## src/rtl/unidade_controle_jogo.sv

```systemverilog
// Game control unit: sequences display, player input, compare and round advance.
// Moore FSM with registered outputs decoded from the next state.
module unidade_controle_jogo #(
    parameter int N_RODADAS = 16,
    parameter int ROUND_W   = 4,
    parameter int TIMEOUT   = 5000,
    parameter int T_MOSTRA  = 1000
) (
    input  logic               clock,
    input  logic               reset,
    input  logic               iniciar,
    input  logic               jogada,
    input  logic               igual,
    input  logic               fimE,
    input  logic               modo,
    output logic               zeraE,
    output logic               contaE,
    output logic               zeraR,
    output logic               registraR,
    output logic               acende,
    output logic [ROUND_W-1:0] rodada,
    output logic               pronto,
    output logic               acertou,
    output logic               errou,
    output logic               errou_timeout,
    output logic [3:0]         db_estado
);

    localparam int TMAX = (TIMEOUT > T_MOSTRA) ? TIMEOUT : T_MOSTRA;
    localparam int TW   = $clog2(TMAX + 1);
    localparam logic [ROUND_W-1:0] ULT = ROUND_W'(N_RODADAS - 1);

    typedef enum logic [3:0] {
        inicial       = 4'h0,
        preparacao    = 4'h1,
        inicia_rodada = 4'h2,
        mostra        = 4'h3,
        mostra_prox   = 4'h4,
        inicia_jogada = 4'h5,
        espera        = 4'h6,
        registra      = 4'h7,
        compara       = 4'h8,
        proxima       = 4'h9,
        final_acerto  = 4'hA,
        ultima_jogada = 4'hB,
        final_timeout = 4'hC,
        prox_rodada   = 4'hD,
        final_erro    = 4'hE
    } estado_t;

    estado_t       estado, prox;
    logic [TW-1:0] tempo;
    logic          modo_l;
    logic          fim_mostra, fim_tempo, conta;

    assign fim_mostra = (tempo == TW'(T_MOSTRA - 1));
    assign fim_tempo  = modo_l && (tempo == TW'(TIMEOUT - 1));
    assign conta      = (estado == mostra) || (estado == espera && modo_l);

    // bits: zeraE contaE zeraR registraR acende pronto acertou errou errou_timeout db[3:0]
    function automatic logic [12:0] decode(estado_t e);
        logic [12:0] o;
        o      = '0;
        o[3:0] = e;
        case (e)
            inicial:       begin o[12] = 1'b1; o[10] = 1'b1; end
            preparacao:    o[10] = 1'b1;
            inicia_rodada: o[12] = 1'b1;
            mostra:        o[8]  = 1'b1;
            mostra_prox:   o[11] = 1'b1;
            inicia_jogada: o[12] = 1'b1;
            espera:        ;
            registra:      o[9]  = 1'b1;
            compara:       ;
            proxima:       o[11] = 1'b1;
            ultima_jogada: ;
            prox_rodada:   ;
            final_acerto:  begin o[7] = 1'b1; o[6] = 1'b1; end
            final_erro:    begin o[7] = 1'b1; o[5] = 1'b1; end
            final_timeout: begin o[7] = 1'b1; o[5] = 1'b1; o[4] = 1'b1; end
            default:       o = 13'h000F;
        endcase
        return o;
    endfunction

    always_comb begin
        prox = estado;
        case (estado)
            inicial:       if (iniciar) prox = preparacao;
            preparacao:    prox = inicia_rodada;
            inicia_rodada: prox = mostra;
            mostra:        if (fim_mostra) prox = fimE ? inicia_jogada : mostra_prox;
            mostra_prox:   prox = mostra;
            inicia_jogada: prox = espera;
            espera: begin
                if (fim_tempo)   prox = final_timeout;
                else if (jogada) prox = registra;
            end
            registra:      prox = compara;
            compara: begin
                if (!igual)     prox = final_erro;
                else if (fimE)  prox = ultima_jogada;
                else            prox = proxima;
            end
            proxima:       prox = espera;
            ultima_jogada: prox = (rodada == ULT) ? final_acerto : prox_rodada;
            prox_rodada:   prox = inicia_rodada;
            final_acerto,
            final_erro,
            final_timeout: if (iniciar) prox = preparacao;
            default:       prox = inicial;
        endcase
    end

    always_ff @(posedge clock) begin
        if (reset) begin
            estado <= inicial;
            tempo  <= '0;
            rodada <= '0;
            modo_l <= 1'b0;
            {zeraE, contaE, zeraR, registraR, acende, pronto,
             acertou, errou, errou_timeout, db_estado} <= decode(inicial);
        end else begin
            estado <= prox;
            // timer restarts on every state change
            tempo  <= (prox != estado || !conta) ? '0 : tempo + 1'b1;
            if (estado == preparacao) begin
                rodada <= '0;
                modo_l <= modo;
            end else if (estado == prox_rodada) begin
                rodada <= rodada + 1'b1;
            end
            {zeraE, contaE, zeraR, registraR, acende, pronto,
             acertou, errou, errou_timeout, db_estado} <= decode(prox);
        end
    end

endmodule

```

## config.mk

```make
export PLATFORM = sky130hd
export DESIGN_NAME = unidade_controle_jogo
export DESIGN_NICKNAME = d
export VERILOG_FILES = /design/src/rtl/unidade_controle_jogo.sv
export SDC_FILE = /design/constraint.sdc
export NUM_CORES = 1
export LEC_CHECK = 0
export BUFFER_PORTS_ARGS = -buffer_cell sky130_fd_sc_hd__buf_2
export CAP_MARGIN = 25
export CORE_ASPECT_RATIO = 0.8
export CORE_MARGIN = 1
export CORE_UTILIZATION = 25
export CTS_CLUSTER_SIZE = 12
export DETAILED_ROUTE_END_ITERATION = 16
export GPL_TIMING_DRIVEN = 0
export PLACE_DENSITY = 0.42
export SLEW_MARGIN = 0
export SYNTH_ARGS = -nofsm -noshare
export SYNTH_HDL_FRONTEND = slang
export SYNTH_SLANG_ARGS = --single-unit
```

## constraint.sdc

```tcl
create_clock -name clock -period 2.75 [get_ports clock]
set_clock_uncertainty 0.2 [all_clocks]
set_input_delay 0.1375 -clock clock [delete_from_list [all_inputs] [get_ports clock]]
set_output_delay 0.1375 -clock clock [all_outputs]
set_load 0.01 [all_outputs]
```

======== Word-level counts from Yosys, hierarchy flattened ========
Index checks and enable logic that the tools add are counted.
storage, ports and cells
  register bits after elaboration ......... 35
  input bits .............................. 7
  logic and storage cells ................. 86
cells by class
  add/sub/neg operators ................... 2
  eq/ne operators ......................... 32
  mux-type cells .......................... 19
  reductions and logical operators ........ 19
operators by type and width
  kind                                              number
  == test 4 bit (second input constant)             15
  one-hot mux 4 bit (9 select lines)                1
  == test 4 x 3 -> 1 bit (second input constant)    8
  2-to-1 mux 4 bit                                  5
  == test 4 x 2 -> 1 bit (second input constant)    4
  OR reduction 2 bit                                8
  OR reduction 15 bit                               1
  adder 13 x 1 -> 13 bit (second input constant)    1
  == test 13 x 10 -> 1 bit (second input constant)  1
  == test 13 bit (second input constant)            1
  2-to-1 mux 1 bit                                  10
  == test 4 x 1 -> 1 bit (second input constant)    2
  logical NOT 4 bit                                 2
  2-to-1 mux 3 bit                                  2
  OR reduction 3 bit                                2
  adder 4 x 1 -> 4 bit (second input constant)      1
  != test 4 bit                                     1
  OR reduction 4 bit                                1
  logical AND 1 bit                                 2
  logical OR 1 bit                                  2
  2-to-1 mux 2 bit                                  1
  logical NOT 1 bit                                 1

======== Longest topological paths before layout ========
Gate-level depths: netlist of the first run.
  depth in word-level cells ............... 7
  depth in mapped cells ................... 8

======== Worst setup path after synthesis of the first run ========
No wires, ideal clock.
  path kind ............................... flip-flop to flip-flop
  start point ............................. reg tempo[0]
  end point ............................... reg contaE
  data arrival time ....................... 2072 ps
  data required time ...................... 2471 ps
  setup slack ............................. 399 ps
  stages on the path, launching flop included .. 7
  path buffers ............................ 0
  cells stage by stage .................... dfxtp_1 ha_1 nand4bb_2 or4_4 a211o_1 or3b_1 a211oi_2
between the ends
  cells in the longest elaborated chain, start to end .. 7
RTL lines
  what                                                            RTL line  source
  start: declaration                                              52        logic [TW-1:0] tempo;
  start signal: assignment                                        126       tempo <= (prox != estado || !conta) ? '0 : tempo + 1'b1;
  == test 13 bit                                                  57        assign fim_tempo = modo_l && (tempo == TW'(TIMEOUT - 1));
  logical AND 1 bit                                               57
  2-to-1 mux 4 bit                                                96        if (fim_tempo) prox = final_timeout;
  one-hot mux 4 bit (9 select lines) *                            88        case (estado)
  == test 4 bit / == test 4 x 3 -> 1 bit (equally long branches)  65        case (e)
  OR reduction 2 bit (no source line) *                           n/a
  2-to-1 mux 1 bit *                                              65
  end: declaration                                                17        output logic contaE,
Mark *: on every way between the ends. The rest lies on a longest branch, timed or not.
A chain may end at the register's enable or synchronous reset.

======== Worst setup path after layout of the first run ========
  start point ............................. reg tempo[0]
  end point ............................... reg zeraE
between the ends
  cells in the longest elaborated chain, start to end .. 7
RTL lines
  what                                            RTL line  source
  == test 13 bit                                  57
  logical AND 1 bit                               57
  2-to-1 mux 4 bit                                96
  one-hot mux 4 bit (9 select lines) *            88
  == test 4 x 3 -> 1 bit (tied with other cells)  65
  OR reduction 3 bit (no source line) *           n/a
  2-to-1 mux 1 bit *                              65
  end: declaration                                16        output logic zeraE,
Marks and branches as above.

==> out/metrics.yaml, run 1 <==
outcome: "finished clean"
syn2layout_area_growth_pct: 20.3
p_per_area_nw_per_um2: 504
portBuffers: 22
holdCritPathClass: "in -> reg"
synth_top_family_by_area: "simple AND/OR/NAND/NOR gates"
fillers: 729
holdPathEnd: "rodada[2]$_SDFFE_PP0P_"
fmax_mhz: 390
start_util: 0.259
finalSetupViolCount: 0
hp-start: "reset"
synth_top_area_cell: "dfxtp_1"
yosys.area_share.simple: 0.319
yosysTopAreaCellShare: 0.412
worst_setup_path_end_kind: "flop"
drtAntennaViolNets: 0
ir_drop_mv: 0.131
crit_buf_inv: 0
die_w_um: 92.9
yosys_warnings: 0
multi_input_area_um2: 911
synthMuxAreaShare: 0.0121
dpl.cell_count: 295
reg2reg_depth: 6
wl_mm: 3.73
cts-buffers-inserted: 5
cp_max_fo: 4
final-seq-area_um2: 681
dp_hpwl_mm: 2.67
finalNonFillerCells: 305
hold_depth: 2
synth.most_common_cell: "dfxtp_1"
slowest_stage: "or4_4"
grt_start_max_net_pins: 11
tns_ns: 0
r2r_start: "tempo[0]$_SDFF_PP0_"
crit_chain: "ha_2 > nand4bb_2 > or4_4 > o31a_1 > and2_1 > a221o_1"
cts_tree: "done"
rsz0062_at_grt: "no"
netlist_area_um2: 1650
fin_util: 0.312
cts.root.buffer_cell: "clkbuf_8"
hold_violations: 0
first_iter_violations: 73
startpoint_type: "flop"
ys_ff_latch: 34
syn_area_per_cell_um2: 8.75
netlist_top_cells_area: "dfxtp_1 (41%), nor2_1 (5.5%), xor2_1 (3.7%), nand2_1 (3.4%), nand3_1 (3.0%)"
grt_pass1_vias: 1223
clockBufferDepth: 2
path_clk_slew_ns: 0.08
power_mw: 1.00
rr_endpoint: "zeraE$_SDFF_PP1_"
setup_ws_ns: 0.183
drc_errors: 0
synth_edf_count: 0
synth_top_flop_cell: "dfxtp_1"
synth.top_cells.by_count: "dfxtp_1 (34), nor2_1 (24), nand2_1 (15), nand3_1 (10), xor2_1 (7)"
num_io_pins: 24
antenna_found_initial: 0
async_flop_share: 0
cts_setup_buffers: 0
fin_nets: 229
place_area_um2: 1870
synth_fa_ha_area_frac: 0.0151
wl_per_cell_um: 12.2
power.leakage_nw: 0.743
synth_xor_area_frac: 0.0636
grt_pass1_wl_mm: 6.22
cp.required_ns: 2.71
worstMarginPinSlew_ns: 0.704
max_slew_margin: 0.527
cts.sinks: 34
synth_compound_area_frac: 0.136
coreArea_um2: 6380
ff2ff_setup_slack_ns: 0.18
hold_ws_ns: 0.0868
die_h_um: 74.7
min_period_ns: 2.57
synthesis.nets: 198
drv_cap: 0
crit_family: "simple AND/OR/NAND/NOR gates"
crit_type: "reg -> reg"
vias_per_cell: 4.56
synth_cells: 189
report.final.slew_viol_count: 0
max_stage_delay_ns: 0.60
crit_arrival_ns: 2.53
yosys.cell_types.count: 50
drive_above_1_share: 0.186
placementRows: 26
insertion_delay_ns: 0.28
fin_crit_sh: 0.934
ys_seq_area_frac: 0.412
htree_levels: 2
num_vias: 1390
die_area_um2: 6940
diodes: 0
dpl_worst_slack_ns: 0.206
fin_area_um2: 1990
grtUsageTotal: 0.116
gr-total-overflow: 0
gp_congestion: 0.754
drt_first_pass_iters: 4
==> per-layer routing <==
metal,share of wire,routed length [um],GRT usage,vias up
li1,-,-,-,739
met1,0.51,1900,0.158,615
met2,0.44,1630,0.173,29
met3,0.037,139,0.0333,7
met4,0.018,66,0.0513,0
met5,0,0,0,-
==> logic make-up (layout without fill, tap and decap cells) <==
| group | Yosys count | count (layout) |
|---|---|---|
| flip-flops | 34 | 34 |
| XOR/XNOR | 12 | 12 |
| adder cells (fa/ha/maj) | 2 | 2 |
| multiplexers | 2 | 2 |
| buffers and inverters | 16 | 48 |
| AND/OR/NAND/NOR | 93 | 93 |
| AO/OA/AOI/OAI | 30 | 30 |
==> worst max-delay path by stage <==
stage	from	to	slack [ns]	cells past startpoint
after floorplan	tempo[0]$_SDFF_PP0_	contaE$_SDFF_PP0_	0.40	6
after global placement	tempo[0]$_SDFF_PP0_	zeraE$_SDFF_PP1_	0.20	6
after detailed placement	tempo[0]$_SDFF_PP0_	zeraE$_SDFF_PP1_	0.21	6
after CTS	tempo[0]$_SDFF_PP0_	acertou$_SDFF_PP0_	0.17	6
after global routing	db_estado[3]$_SDFF_PP0_	acende$_SDFF_PP0_	0.002	6
final	tempo[0]$_SDFF_PP0_	zeraE$_SDFF_PP1_	0.18	6
==> what timing repair did <==
item,4_1_cts,5_1_grt
setup endpoints to repair,0,2
endpoints found under the hold margin,2,0
gates resized for setup,0,2
hold buffers,2,0
==> flip-flops by register name, summed over array words and instances (netlist names), 3 cells and up <==
signal and flops:
estado 3, rodada 4, db_estado 4, tempo 13
==> final cells by class <==
cell class | instances | area share
clock inverter | 1 | 0.00252
timing repair buffer | 24 | 0.0654
clock buffer | 7 | 0.0434
inverter | 5 | 0.00944
tap | 84 | 0.0529
multi-input combinational | 139 | 0.458
sequential | 34 | 0.342
buffer | 11 | 0.0258
==> worst register-to-register path: cells and delay by family, from the launching register on <==
kind	cells	cell delay, ns
AOI/OAI and AO/OA	2	0.64
DFF	1	0.37
adders and majority gates	1	0.23
and+or+nand+nor	3	1.01
==> cells in the final DEF, fill, tap and decap left out, drive strengths merged, types with 6 or more instances in the layout <==
| cell type | instances |
|---|---|
| clkbuf | 11 |
| dfxtp | 34 |
| buf | 29 |
| a21oi | 6 |
| xor2 | 7 |
| nor3 | 6 |
| nand2 | 15 |
| nor2 | 25 |
| nor3b | 6 |
| nand3 | 10 |
==> power by group <==
part / internal (mW) / total, mW / switching (mW)
Sequential: 0.506 / 0.515 / 0.00919
Clock: 0.202 / 0.380 / 0.178
Combinational: 0.0433 / 0.106 / 0.0632
Power figures use the tool's default switching activity.
==> inputs of run 2 (changes only) <==
CELL_PAD_IN_SITES_DETAIL_PLACEMENT = 1   (was unset)
CELL_PAD_IN_SITES_GLOBAL_PLACEMENT = 1   (was unset)
PLACE_DENSITY = 0.52   (was 0.42)
==> run 2 against run 1 <==
Setup slack got worse by 0.0045 ns. Via count grew 4.7%. Final cell count did not move. Combinational power about the same. Sequential cell count stayed put. First-iteration DRC count fell by 41%. Non-clock buffer count is the same. Critical path depth unchanged. Highest routed layer unchanged.
==> out/metrics.yaml, run 2 (synthesized netlist as in run 1, its figures left out) <==
startpoint_type: "flop"  # unchanged
htree_levels: 2  # unchanged
worst_setup_path_end_kind: "flop"  # unchanged
layout_common_cells: "dfxtp_1 (34), buf_2 (27), nor2_1 (24)"  # unchanged
ff2ff_setup_slack_ns: 0.18  # about the same
coreArea_um2: 6380  # unchanged
hp-start: "reset"  # unchanged
die_w_um: 92.9  # unchanged
fillers: 774  # was 729
power_mw: 1.20  # was 1.00 mW
largest_register_ffs: 13  # unchanged
worstMarginPinSlew_ns: 0.656  # was 0.704 ns
finalSetupViolCount: 0  # unchanged
dpl_worst_slack_ns: 0.0840  # was 0.206 ns
drt_first_pass_iters: 4  # unchanged
clockBufferDepth: 2  # unchanged
grt_pass1_vias: 1418  # was 1,223
syn2layout_area_growth_pct: 22.9  # was 20.3%
cts-buffers-inserted: 5  # unchanged
grt_start_max_net_pins: 13  # was 11
rr_endpoint: "zeraE$_SDFF_PP1_"  # unchanged
cts.root.buffer_cell: "clkbuf_8"  # unchanged
portBuffers: 22  # unchanged
die_area_um2: 6940  # unchanged
crit_type: "reg -> reg"  # unchanged
setup_ws_ns: 0.178  # was 0.183 ns
cp_max_fo: 4  # unchanged
cts.sinks: 34  # unchanged
drive_above_1_share: 0.186  # unchanged
num_vias: 1456  # was 1,390
drtAntennaViolNets: 0  # unchanged
worstSetupEndpoint: "zeraE$_SDFF_PP1_"  # unchanged
crit_chain: "ha_1 > nand4bb_2 > or4_4 > o31a_1 > and2_1 > a221o_1"  # was ha_2 > nand4bb_2 > or4_4 > o31a_1 > and2_1 > a221o_1
start_util: 0.259  # unchanged
gp_congestion: 0.762  # was 0.754
first_iter_violations: 43  # was 73
p_per_area_nw_per_um2: 592  # was 504 nW/um2
grtUsageTotal: 0.138  # was 0.116
met2_usage: 0.190  # was 0.173
outcome: "finished clean"  # unchanged
wl_per_cell_um: 14.4  # was 12.2 um
grt_use_met3: 0.0303  # was 0.0333
rsz0062_at_grt: "no"  # unchanged
cp.required_ns: 2.74  # was 2.71 ns
gr-total-overflow: 0  # unchanged
fin_util: 0.318  # was 0.312
antenna_found_initial: 0  # unchanged
power.leakage_nw: 0.767  # was 0.743 nW
met1_usage: 0.200  # was 0.158
wl_mm: 4.39  # was 3.73 mm
dp_hpwl_mm: 3.13  # was 2.67 mm
drv_cap: 0  # unchanged
drc_errors: 0  # unchanged
holdCritPathClass: "in -> reg"  # unchanged
fin_crit_sh: 0.935  # was 0.934
vias_per_cell: 4.77  # was 4.56
hold_violations: 0  # unchanged
slowest_stage: "or4_4"  # unchanged
die_h_um: 74.7  # unchanged
crit_arrival_ns: 2.56  # was 2.53 ns
ir_drop_mv: 0.330  # was 0.131 mV
startpoint: "tempo[0]$_SDFF_PP0_"  # unchanged
max_stage_delay_ns: 0.60  # about the same
tns_ns: 0  # unchanged
fmax_mhz: 389  # was 390 MHz
cts_setup_buffers: 0  # unchanged
diodes: 0  # unchanged
report.final.slew_viol_count: 0  # unchanged
num_io_pins: 24  # unchanged
max_slew_margin: 0.559  # was 0.527
reg2reg_depth: 6  # unchanged
placementRows: 26  # unchanged
path_clk_slew_ns: 0.09  # was 0.08 ns
fin_nets: 229  # unchanged
top_usage_layer: "met1"  # was met2
layout_commonest_cell: "dfxtp_1"  # unchanged
grt_pass1_wl_mm: 7.26  # was 6.22 mm
regMostFlops: "tempo"  # unchanged
r2r_start: "tempo[0]$_SDFF_PP0_"  # unchanged
cts_tree: "done"  # unchanged
min_period_ns: 2.57  # about the same
insertion_delay_ns: 0.30  # was 0.28 ns
## run 2: how the worst min path moves through the flow
stage	to	slack [ns]	depth (start not counted)
finish	rodada[2]$_SDFFE_PP0P_	0.06	2
global route	rodada[2]$_SDFFE_PP0P_	0.1	2
CTS	rodada[2]$_SDFFE_PP0P_	0.06	2
detailed placement	modo_l$_SDFFE_PP0N_	0.18	3
global placement	modo_l$_SDFFE_PP0N_	0.18	3
floorplan	zeraE$_SDFF_PP1_	0.08	1
## run 2: repair_timing
item                                    CTS  global route
hold buffers                              2             0
endpoints found under the hold margin     2             0
resized for setup                         0             1
endpoints found under the setup margin    0             5
## run 2: report_power, final
part	internal [mW]	switching [mW]
registers	0.506	0.0102
clock network	0.364	0.212
logic	0.0432	0.0661
total	0.913	0.289
## run 2: critical path, delay by kind of cell (launching register included)
kind,cells,cell delay [ns]
AO/OA/AOI/OAI,2,0.64
adder cells (fa/ha/maj),1,0.25
flip-flops,1,0.38
AND/OR/NAND/NOR,3,0.99
## run 2: routing by layer
metal / part of all wire / routed length [um]
met3: 0.034 / 147
met4: 0.019 / 84
met2: 0.38 / 1680
met1: 0.56 / 2480
met5: 0 / 0
## run 2: final cells by class
type	instances	area, um2	area share
repair buffers	24	130	0.0641
clock inverters	3	68.8	0.0339
multi-input cells	139	907	0.447
plain buffers	11	51.3	0.0253
inverters	5	18.8	0.00924
clock buffers	5	68.8	0.0339
flip-flops and latches	34	681	0.335
well taps	84	105	0.0518
## run 2: per-stage QoR
stage | hold WS [ns] | cells | cell area (um2)
2_1_floorplan | 0.0773 | 189 | 1650
3_3_place_gp | 0.179 | 295 | 1870
3_5_place_dp | 0.185 | 295 | 1870
4_1_cts | 0.0572 | 305 | 2030
5_1_grt | 0.0978 | 305 | 2030
6_report | 0.0630 | 305 | 2030
==> inputs of run 3 (changes only) <==
CORE_UTILIZATION = 42   (was 25)
PLACE_DENSITY = 0.79   (was 0.52)
REMOVE_ABC_BUFFERS = 1   (was unset)
SKIP_CTS_REPAIR_TIMING = 1   (was unset)
==> run 3 against run 2 <==
Clock power fell by 33%. Sequential power rose by 2%. Critical endpoint unchanged. Routed wire length fell by 7.7%. Sequential share of layout area rose by 2.2 points. Non-clock buffer count fell by 10.
==> out/metrics.yaml, run 3 (synthesized netlist as in run 1, its figures left out) <==
grtUsageTotal: 0.217  # was 0.138
rsz0062_at_grt: "no"  # unchanged
placementRows: 19  # was 26
tns_ns: 0  # unchanged
outcome: "finished clean"  # unchanged
insertion_delay_ns: 0.29  # was 0.30 ns
worst-path-stages: 6  # unchanged
worst_setup_path_end_kind: "flop"  # unchanged
antenna_found_initial: 0  # unchanged
cts.root.buffer_cell: "clkbuf_8"  # unchanged
reg2reg_depth: 6  # unchanged
regMostFlops: "tempo"  # unchanged
dpl_worst_slack_ns: 0.128  # was 0.0840 ns
gp_congestion: 0.776  # was 0.762
ff2ff_setup_slack_ns: 0.15  # was 0.18 ns
crit_arrival_ns: 2.56  # about the same
cts-buffers-inserted: 5  # unchanged
startpoint: "tempo[0]$_SDFF_PP0_"  # unchanged
cp.required_ns: 2.71  # was 2.74 ns
start_util: 0.460  # was 0.259
crit_family: "simple AND/OR/NAND/NOR gates"  # unchanged
wl_mm: 4.05  # was 4.39 mm
gr-total-overflow: 0  # unchanged
num_vias: 1470  # was 1,456
rr_endpoint: "zeraE$_SDFF_PP1_"  # unchanged
cts.sinks: 34  # unchanged
wl_per_cell_um: 15.4  # was 14.4 um
crit_type: "reg -> reg"  # unchanged
num_io_pins: 24  # unchanged
first_iter_violations: 49  # was 43
drc_errors: 0  # unchanged
die_h_um: 58.1  # was 74.7 um
r2r_start: "tempo[0]$_SDFF_PP0_"  # unchanged
crit_buf_inv: 0  # unchanged
portBuffers: 23  # was 22
drt_first_pass_iters: 4  # unchanged
worstSetupEndpoint: "zeraE$_SDFF_PP1_"  # unchanged
setup_ws_ns: 0.152  # was 0.178 ns
die_w_um: 72.1  # was 92.9 um
report.final.slew_viol_count: 0  # unchanged
crit_chain: "ha_1 > nand4bb_2 > or4_4 > o31a_1 > and2_1 > a221o_1"  # unchanged
p_per_area_nw_per_um2: 529  # was 592 nW/um2
grt_pass1_wl_mm: 6.91  # was 7.26 mm
coreArea_um2: 3590  # was 6380 um2
slowest_stage: "or4_4"  # unchanged
syn2layout_area_growth_pct: 15.4  # was 22.9%
min_period_ns: 2.60  # was 2.57 ns
drtAntennaViolNets: 0  # unchanged
dp_hpwl_mm: 2.87  # was 3.13 mm
hold_violations: 0  # unchanged
fin_util: 0.531  # was 0.318
ir_drop_mv: 0.316  # was 0.330 mV
startpoint_type: "flop"  # unchanged
clockBufferDepth: 2  # unchanged
drive_above_1_share: 0.175  # was 0.186
power.leakage_nw: 0.716  # was 0.767 nW
largest_register_ffs: 13  # unchanged
die_area_um2: 4190  # was 6940 um2
worstMarginPinSlew_ns: 0.685  # was 0.656 ns
holdCritPathClass: "in -> reg"  # unchanged
max_stage_delay_ns: 0.60  # about the same
grt_start_max_net_pins: 24  # was 13
finalSetupViolCount: 0  # unchanged
fmax_mhz: 385  # was 389 MHz
fin_crit_sh: 0.945  # was 0.935
layout_common_cells: "dfxtp_1 (34), nor2_1 (24), buf_2 (23)"  # was dfxtp_1 (34), buf_2 (27), nor2_1 (24)
path_clk_slew_ns: 0.08  # was 0.09 ns
layout_commonest_cell: "dfxtp_1"  # unchanged
grt_pass1_vias: 1451  # was 1,418
vias_per_cell: 5.59  # was 4.77
diodes: 0  # unchanged
drv_cap: 0  # unchanged
fin_nets: 219  # was 229
max_slew_margin: 0.543  # was 0.559
cts_tree: "done"  # unchanged
htree_levels: 2  # unchanged
cp_max_fo: 4  # unchanged
run 3: worst min-delay path by stage:
stage / from / endpoint / slack (ns) / cells after the start
after global routing: reset / modo_l$_SDFFE_PP0N_ / 0.05 / 2
after detailed placement: modo / modo_l$_SDFFE_PP0N_ / 0.18 / 3
after floorplan: reset / rodada[2]$_SDFFE_PP0P_ / 0.007 / 1
after global placement: modo / modo_l$_SDFFE_PP0N_ / 0.18 / 3
after CTS: modo / modo_l$_SDFFE_PP0N_ / -0.12 / 3
final: reset / rodada[0]$_SDFFE_PP0P_ / 0.04 / 2
run 3: metrics by stage:
stage	power, mW	hold slack [ns]	instances	cell area, um2
after global placement	0.623	0.182	253	1780
after CTS	1.02	-0.121	261	1880
final	1.01	0.0369	263	1910
after floorplan	0.590	0.00657	178	1600
after detailed placement	0.628	0.183	253	1780
after global routing	1.06	0.0465	263	1910
run 3: per-layer routing:
layer	global-route usage	up-vias	routed length (um)
met4	0.0924	0	64
met3	0.0504	6	165
met2	0.342	37	1820
li1	-	714	-
met1	0.285	713	2000
met5	0	-	0
run 3: power by group:
group          switching [mW]  total (mW)  leakage [nW]  internal, mW
logic                  0.0567      0.0960         0.393        0.0393
clock network           0.187       0.388        0.0472         0.201
registers              0.0183       0.525         0.275         0.506
run 3: worst register-to-register path, cell delays in order, from the launching register on:
cell,delay (ns)
dfxtp_1,0.37
ha_1,0.25
nand4bb_2,0.19
or4_4,0.60
o31a_1,0.33
and2_1,0.21
a221o_1,0.33
run 3: final cells by class:
type	count	area (um2)
inverters	5	18.8
clock buffers	6	82.6
flip-flops and latches	34	681
clock inverters	2	12.5
well taps	52	65.1
fillers	428	1680
repair buffers	25	135
multi-input cells	139	912
